## src/rtl/booth_pkg.sv

```systemverilog
// booth_pkg: shared states, default widths and job record for the Booth job sequencer
package booth_pkg;
    localparam int BOOTH_W = 16;
    localparam int BOOTH_TAG_W = 4;
    typedef enum logic [2:0] {IDLE, CLR, START, LDM, LDQ, RUN} booth_seq_state_t;
    typedef struct packed {
        logic [BOOTH_W-1:0] mcand;
        logic [BOOTH_W-1:0] mplier;
    } booth_job_t;
endpackage

```

## src/rtl/booth_job_fifo.sv

```systemverilog
// booth_job_fifo: 2-entry job FIFO (clk, rst, push/wdata in, pop in, head/full/empty out)
import booth_pkg::*;
module booth_job_fifo #(
    parameter type T = booth_job_t
) (
    input  logic clk,
    input  logic rst,
    input  logic push,
    input  logic pop,
    input  T     wdata,
    output T     head,
    output logic full,
    output logic empty
);
    T mem [2];
    logic wp, rp;
    logic [1:0] cnt;
    always_ff @(posedge clk)
        if (push) mem[wp] <= wdata;
    always_ff @(posedge clk or posedge rst)
        if (rst) begin
            wp <= 1'b0;
            rp <= 1'b0;
            cnt <= 2'd0;
        end else begin
            wp <= push ? ~wp : wp;
            rp <= pop ? ~rp : rp;
            cnt <= cnt + 2'(push) - 2'(pop);
        end
    assign head = mem[rp];
    assign full = cnt == 2'd2;
    assign empty = cnt == 2'd0;
endmodule

```

## src/rtl/booth_job_sequencer.sv

```systemverilog
// booth_job_sequencer: operand stream -> Booth multiplier clr/start/load sequencing -> tagged product stream (BOOTH_SEQ_TIMEOUT_EN adds a RUN timeout with res_err)
import booth_pkg::*;
module booth_job_sequencer #(
    parameter int W = BOOTH_W,
    parameter int TAG_W = BOOTH_TAG_W,
    parameter int TIMEOUT = 2*W+8
) (
    input  logic             clk,
    input  logic             rst,
    input  logic             in_valid,
    output logic             in_ready,
    input  logic [W-1:0]     in_mcand,
    input  logic [W-1:0]     in_mplier,
    output logic             mul_clr,
    output logic             mul_start,
    output logic [W-1:0]     mul_data,
    input  logic             mul_done,
    input  logic [W-1:0]     mul_a,
    input  logic [W-1:0]     mul_q,
    output logic             res_valid,
    input  logic             res_ready,
    output logic [2*W-1:0]   res_product,
    output logic [TAG_W-1:0] res_tag,
    output logic             res_err
);
    typedef struct packed {
        logic [W-1:0] mcand;
        logic [W-1:0] mplier;
    } job_t;
    booth_seq_state_t state, state_nx;
    job_t in_job, head;
    logic full, empty, push, pop, done_ok, to_hit, timeout_cond;
    logic [TAG_W-1:0] tag;
    assign in_job = {in_mcand, in_mplier};
    assign push = in_valid && in_ready;
    assign in_ready = !full && !rst;
    booth_job_fifo #(.T(job_t)) u_fifo (
        .clk(clk),
        .rst(rst),
        .push(push),
        .pop(pop),
        .wdata(in_job),
        .head(head),
        .full(full),
        .empty(empty)
    );
    always_comb begin
        state_nx = state;
        mul_clr = 1'b0;
        mul_start = 1'b0;
        mul_data = '0;
        pop = 1'b0;
        done_ok = 1'b0;
        to_hit = 1'b0;
        case (state)
            IDLE: state_nx = (!empty && !res_valid) ? CLR : IDLE;
            CLR: begin
                mul_clr = 1'b1;
                state_nx = START;
            end
            START: begin
                mul_start = 1'b1;
                mul_data = head.mcand;
                state_nx = LDM;
            end
            LDM: begin
                mul_data = head.mcand;
                state_nx = LDQ;
            end
            LDQ: begin
                mul_data = head.mplier;
                pop = 1'b1;
                state_nx = RUN;
            end
            RUN: begin
                done_ok = mul_done;
                to_hit = timeout_cond && !mul_done;
                mul_clr = to_hit;
                state_nx = (done_ok || to_hit) ? IDLE : RUN;
            end
            default: state_nx = IDLE;
        endcase
    end
    always_ff @(posedge clk or posedge rst)
        if (rst) begin
            state <= IDLE;
            tag <= '0;
            res_valid <= 1'b0;
            res_product <= '0;
            res_tag <= '0;
        end else begin
            state <= state_nx;
            if (done_ok || to_hit) begin
                res_valid <= 1'b1;
                res_product <= done_ok ? {mul_a, mul_q} : '0;
                res_tag <= tag;
                tag <= tag + 1'b1;
            end else if (res_valid && res_ready) begin
                res_valid <= 1'b0;
            end
        end
`ifdef BOOTH_SEQ_TIMEOUT_EN
    localparam int CW = $clog2(TIMEOUT+1);
    logic [CW-1:0] run_cnt;
    logic err_q;
    // counter holds 0 outside RUN, so the last RUN cycle before it would reach TIMEOUT is the timeout cycle
    always_ff @(posedge clk or posedge rst)
        if (rst) begin
            run_cnt <= '0;
            err_q <= 1'b0;
        end else begin
            run_cnt <= (state == RUN) ? run_cnt + 1'b1 : '0;
            err_q <= (done_ok || to_hit) ? to_hit : err_q;
        end
    assign timeout_cond = run_cnt == CW'(TIMEOUT-1);
    assign res_err = err_q;
`else
    logic unused_timeout;
    assign unused_timeout = ^TIMEOUT;
    assign timeout_cond = 1'b0;
    assign res_err = 1'b0;
`endif
endmodule

```

## config.mk

```make
export PLATFORM = sky130hd
export DESIGN_NAME = booth_job_sequencer
export DESIGN_NICKNAME = d
export VERILOG_FILES = /design/src/rtl/booth_pkg.sv /design/src/rtl/booth_job_fifo.sv /design/src/rtl/booth_job_sequencer.sv
export SDC_FILE = /design/constraint.sdc
export NUM_CORES = 1
export LEC_CHECK = 0
export ABC_AREA = 1
export BUFFER_PORTS_ARGS = -buffer_cell sky130_fd_sc_hd__buf_2
export CAP_MARGIN = 20
export CORE_AREA = 2 2 96 98
export CTS_CLUSTER_DIAMETER = 120
export DETAILED_ROUTE_END_ITERATION = 12
export DIE_AREA = 0 0 98 100
export PLACE_DENSITY = 0.87
export SYNTH_ARGS = -nofsm -noshare
export SYNTH_HDL_FRONTEND = slang
export SYNTH_HIERARCHICAL = 1
export SYNTH_SLANG_ARGS = --single-unit
```

## constraint.sdc

```tcl
create_clock -name clk -period 8.4 [get_ports clk]
set_clock_uncertainty 0.1 [all_clocks]
set_input_delay 0.42 -clock clk [delete_from_list [all_inputs] [get_ports clk]]
set_output_delay 0.42 -clock clk [all_outputs]
set_load 0.005 [all_outputs]
```

# Word level (Yosys, flattened, before mapping)
# Memories as Yosys holds them, arrays and structs flattened.
# Cells that the tools add are included.
# op_classes
muxes	12
n_addsub	3
n_eq_ne	6
bitwise_logic	2
n_reduce_logical	12
# op_table
operator	count
case mux 16 bit (2 select lines)	1
case mux 3 bit (6 select lines)	1
two-way mux 1 bit	9
== test 3 x 2 -> 1 bit, second input constant	2
== test 3 bit, second input constant	2
adder 4 x 1 -> 4 bit, second input constant	1
logical AND 1 bit	4
zero test 1 bit	4
== test 3 x 1 -> 1 bit, second input constant	1
zero test 3 bit	1
two-way mux 3 bit	1
adder 2 x 1 -> 2 bit	1
== test 2 bit, second input constant	1
zero test 2 bit	1
NOT 1 bit	2
nonzero test 2 bit	1
OR reduction 2 bit	1
subtractor 2 x 1 -> 2 bit	1
# totals
mem_count	1
mem_bits_rw	64
reg_bits	48
# memory_table
memory	depth	width	read_ports	rd_ports_with_merged_regs	write_ports	line	text
u_fifo.mem	2	32	1	0	1	booth_job_fifo.sv:15	T mem [2];

# Logic depth before layout (Yosys ltp)
# depth
depth_word	6
mapped_depth	11
mapped_depth_nobuf	10

# By module
# The synthesis kept the hierarchy.
# by_module_without_submodules
mod	cells_each	area_each_um2	n_inst
booth_job_fifo	193	2710.1	1
booth_job_sequencer	254	2023.2	1

# Least setup slack after synthesis
# Ideal clock, no wire load.
# synth_path
path_kind	register to register
start	register u_fifo.cnt[1]
end	memory u_fifo/mem[0][0] in the netlist's numbering, enable pin
setup_ps	421
synth_period_minus_slack_ps	2832
arrival_time_ps	2311
path_slack_ps	5568
required_time_ps	7879
stages_incl_launch_ff	6
path_buffers	0
cell_sequence	dfrtp_1 inv_1 nor2_1 nor3b_1 inv_1 nor2_1
# synth_via
elab_chain_cells	6
# synth_rtl
item	line	text
start, declared	booth_job_fifo.sv:17	logic [1:0] cnt;
start signal, assigned	booth_job_fifo.sv:28	cnt <= cnt + 2'(push) - 2'(pop);
== test 2 bit	booth_job_fifo.sv:31	assign full = cnt == 2'd2;
net full	booth_job_sequencer.sv:32	logic full, empty, push, pop, done_ok, to_hit, timeout_cond;
zero test 1 bit	booth_job_sequencer.sv:36	assign in_ready = !full && !rst;
logical AND 1 bit	booth_job_sequencer.sv:36	
logical AND 1 bit	booth_job_sequencer.sv:35	assign push = in_valid && in_ready;
net push	booth_job_sequencer.sv:32	
two-way mux 1 bit	booth_job_fifo.sv:19	if (push) mem[wp] <= wdata;
two-way mux 1 bit (implied by the code)	booth_job_fifo.sv:19	
end, declared	booth_job_fifo.sv:15	
# The timed path passes the listed nets, and every way through them passes these cells.

==> results.md <==
- The maximum operating frequency is 373.3 MHz.
- After detailed routing, the met3 layer carries 503 µm of wire.
- Compared with the post-synthesis result, the final layout area differs by 17.13%.
- The H-tree depth is 3.
- The core region is 8890 µm².
- At the end of routability-driven placement, the weighted congestion stood at 0.7690.
- Dividing the final minimum period by the clock period gives 0.3189.
- The initial core utilization is 0.5324.
- The type of the setup path with the least slack is reg2out.
- The buffer levels on the longest clock path is 2.
- Signal routing reaches up to met4.
- The overall overflow remaining after global route is 0.
- The count of buffers from port buffering is 124.
- The layout has 702 filler cells.
- In the synthesized netlist, the number of instances is 447.
- Dividing total power by cell area gives a power density of 306.7 nW/µm².
- For the pin with the worst max-slew slack, the measured transition is between 0.7 and 0.8 ns.
- Of the synthesized area, sequential elements account for 0.6598.
- The register area is 3124 µm².
- The total standard cell area after synthesis is roughly 4700 µm².
- The data arrival time of the critical path is 2.16 ns.
- The count of maximum capacitance violations is 0.
- The post-detailed-route DRC marker count is 0.
- The TritonCTS buffer count is 9.
- The data required time at the worst endpoint is 7.88 ns.
- By area the synthesized netlist is led by sky130_fd_sc_hd__edfxtp_1 41%, sky130_fd_sc_hd__dfrtp_1 25%, sky130_fd_sc_hd__nand2_1 15%.
- In this run, post-CTS repair resized a total of 0 instances.
- The multi-input gate area in the final layout is around 1200 µm².
- The flow ran to the end, and the final reports show no timing, DRC or antenna violations.
- Setup repair after global routing left no endpoint under its margin.
- Of the post-synthesis cell area, the dominant cell type holds 0.4060.
- The DRC violation total after the first TritonRoute iteration is 146.
- The placement-stage worst setup slack is slightly above 6 ns.
- In the global route stage, overall resource usage came out at 0.1954.
- In the final routing, the length of wire on met1 measures 3.787 mm.
- The via count is 3365.
- In this run, synthesis produced a sequential element count of approximately 110.
- The xor-xnor portion of the synthesized cell area is 0.007402.
- The power after layout is approximately 1.7 mW.
- Synthesis produced a netlist with a net count of roughly 520.
- During synthesis, Yosys emitted a total of 6 warnings.
- In this run the clock root is driven by a sky130_fd_sc_hd__clkbuf_8.
- Of all cell types, the one taking the most synthesized area is sky130_fd_sc_hd__edfxtp_1.
- The initial antenna violation count is 0.
- The min-delay analysis places its worst path in the category in2reg.
- Of the total synthesized cell area, the portion taken by AND, OR, NAND and NOR gates is 0.1853.
- The clock transition time at the flip-flop clock pins of the worst setup and hold paths is 0.11 ns.
- The switching component of the power is 611.3 µW.
- The final cell area excluding filler cells is 5544 µm².
- In this run, distinct cell masters in the synthesized netlist total 23.
- The floorplan has 35 rows.
- The count of nets left with antenna violations after detail routing is 0.
- The length of the first detailed-routing pass in iterations is 4.
- The share of total power dissipated in the clock network is 0.177.
- The post-CTS repair timing setup buffer count is 0.
- The fraction of final layout cells with drive strength greater than 1 is 0.3112.
- Along the worst path, the maximum fanout reaches 33.
- Across the VDD grid, the largest voltage drop is approximately 0.16 mV.
- The reported leakage power is 2.805 nW.
- The via count of the first global-routing pass is 3335.
- The floorplan die width is 98 µm.
- The final layout contains between 600 and 700 nets.
- Entering global routing, the biggest net connects 46 pins.
- The total count of max-transition violations in the final report came to 0.
- The synthesized-area fraction occupied by ao, oa, aoi and oai cells came to 0.06053.
- The combinational power share is 0.319.
- The die extent in y is about 100 µm.
- TritonCTS built the clock tree.
- After detailed routing, the average wire length per cell comes to 13.37 µm.
- The smallest setup slack after layout is roughly 5.7 ns.
- Once placement completed, the tool counted placed cells totaling approximately 670.
- The count of endpoints failing setup in the final report is 0.
- Once detailed placement completed, the half-perimeter wirelength came to 6.499 mm.
- The placed cell area is 5346 µm².
- STA classifies the critical path endpoint as a primary output.
- The internal power of the cells totals 1.089 mW.
- The arithmetic-cell share of the synthesized area counting full adders, half adders and majority gates is 0.007930.
- The portion of total power attributed to sequential cells is 0.504.
- The non-filler instance count after layout is approximately 680.
- The clock net in this run drives a total of between 100 and 150 sinks.
- The die covers 9800 µm².
- The hold violation total from the final report is 0.
- After routing, the total negative slack on setup checks comes to 0 ns.
- The switching share of power is 0.3595.
- Detailed routing placed a total of 4.757 mm of wire on met2.
- The worst setup path is launched from a register.
- The count of pins on the block boundary is approximately 130.
- The post-synthesis mux area share is 0.
- Each instance of the synthesized netlist takes up on average 10.59 µm².
- The tightest slew margin relative to the limit is 0.4843.
- The final period demand of the worst path is ~2.7 ns.
- The clock latency of the later-clocked register in the worst-skew pair is 0.36 ns.
- The routed design has 9.146 mm of wire.
- Using the TritonRoute via totals, the vias-per-cell ratio works out to 4.920.
- The first global-routing pass estimated 15.02 mm of wire.
- By area, the combinational part of the netlist is dominated by simple AND/OR/NAND/NOR gates.
## final timing paths
path	startpoint	cells past startpoint	slack [ns]	end
max	u_fifo/rp	6	5.72	mul_data[1]
min	res_ready	2	0.13	res_valid
max reg2reg	state[1]	9	6.25	u_fifo/cnt[1]
min reg2reg	res_tag[1]	2	0.38	res_tag[1]
max in group asynchronous	rst	4	7.19	state[1]
min in group asynchronous	rst	3	0.44	u_fifo/wp
## kinds of logic (layout without fill, tap and decap cells)
logic type / Yosys count / in the layout
buf+inv: 70 / 195
flops: 112 / 112
simple gates: 220 / 220
xor+xnor: 4 / 4
compound gates: 37 / 37
fa+ha+maj: 3 / 3
other cells: 1 / 2
## routing by layer
layer / GRT usage / vias up
li1: - / 1669
met5: 0 / -
met4: 0.05235 / 0
met2: 0.3404 / 87
met1: 0.2407 / 1601
met3: 0.05710 / 8
## worst max-delay path, cell delays in order (launching register included)
cell and delay [ns]:
sky130_fd_sc_hd__dfrtp_2 0.81, sky130_fd_sc_hd__buf_4 0.48, sky130_fd_sc_hd__nand2_1 0.11, sky130_fd_sc_hd__o21ai_2 0.08, sky130_fd_sc_hd__nand3_1 0.10, sky130_fd_sc_hd__nand2_1 0.10, sky130_fd_sc_hd__buf_2 0.11
## synth_stat cells
cell type,number
sky130_fd_sc_hd__nand2_1,187
sky130_fd_sc_hd__edfxtp_1,64
sky130_fd_sc_hd__dfrtp_1,48
sky130_fd_sc_hd__inv_1,47
sky130_fd_sc_hd__o21ai_2,27
sky130_fd_sc_hd__nand3_1,22
sky130_fd_sc_hd__buf_6,12
sky130_fd_sc_hd__o21ai_0,9
sky130_fd_sc_hd__buf_2,6
sky130_fd_sc_hd__nor2_1,6
sky130_fd_sc_hd__ha_1,3
sky130_fd_sc_hd__xor2_1,3
sky130_fd_sc_hd__buf_4,2
sky130_fd_sc_hd__inv_2,2
sky130_fd_sc_hd__conb_1,1
sky130_fd_sc_hd__inv_4,1
sky130_fd_sc_hd__nand2_4,1
sky130_fd_sc_hd__nand4_1,1
sky130_fd_sc_hd__nor2_4,1
sky130_fd_sc_hd__nor3b_1,1
sky130_fd_sc_hd__o21ai_1,1
sky130_fd_sc_hd__or2_2,1
sky130_fd_sc_hd__xnor2_1,1
## cell type report
type                            instances  area share
Antenna cell                            1   0.0004514
Clock buffer                            9     0.02234
Clock inverter                          7     0.01106
Inverter                               50     0.03430
Multi-Input combinational cell        265      0.2241
Sequential cell                       112      0.5635
Tap cell                              111     0.02505
Timing Repair Buffer                  129      0.1192
## through the flow
stage | hold WS [ns] | util
final | 0.1261 | 0.6236
after global routing | 0.09316 | 0.6234
after CTS | 0.1022 | 0.6234
after detailed placement | 0.2730 | 0.6014
after global placement | 0.2597 | 0.6014
after floorplan | 0.08608 | -
## timing repair
action,4_1_cts,5_1_grt
endpoints found under the hold margin,4,0
hold buffers,1,0
setup endpoints to repair,0,0
## flip-flops by register name, summed over array words and instances (netlist names)
register     flops
u_fifo/cnt       2
res_product     32
u_fifo/rp        1
state            3
tag              4
u_fifo/wp        1
res_tag          4
u_fifo/mem      64
res_valid        1
## power groups by stage
stage	combinational, mW	clock [mW]	sequential, mW
after floorplan	0.401	0	0.828
after global placement	0.522	0	0.857
after detailed placement	0.549	0	0.864
after CTS	0.550	0.311	0.857
after global routing	0.616	0.339	0.878
final	0.542	0.301	0.857
## cell usage in the layout, fill, tap and decap left out, types with 3 or more instances in the layout
cell,count
sky130_fd_sc_hd__nor2_1,5
sky130_fd_sc_hd__o21ai_2,27
sky130_fd_sc_hd__o21ai_0,9
sky130_fd_sc_hd__nand3_1,22
sky130_fd_sc_hd__xor2_1,3
sky130_fd_sc_hd__edfxtp_1,64
sky130_fd_sc_hd__inv_1,46
sky130_fd_sc_hd__buf_4,4
sky130_fd_sc_hd__buf_2,124
sky130_fd_sc_hd__clkbuf_8,9
sky130_fd_sc_hd__ha_1,3
sky130_fd_sc_hd__dfrtp_1,47
sky130_fd_sc_hd__inv_6,3
sky130_fd_sc_hd__nand2_1,187
(Power assumes the default switching activity.)
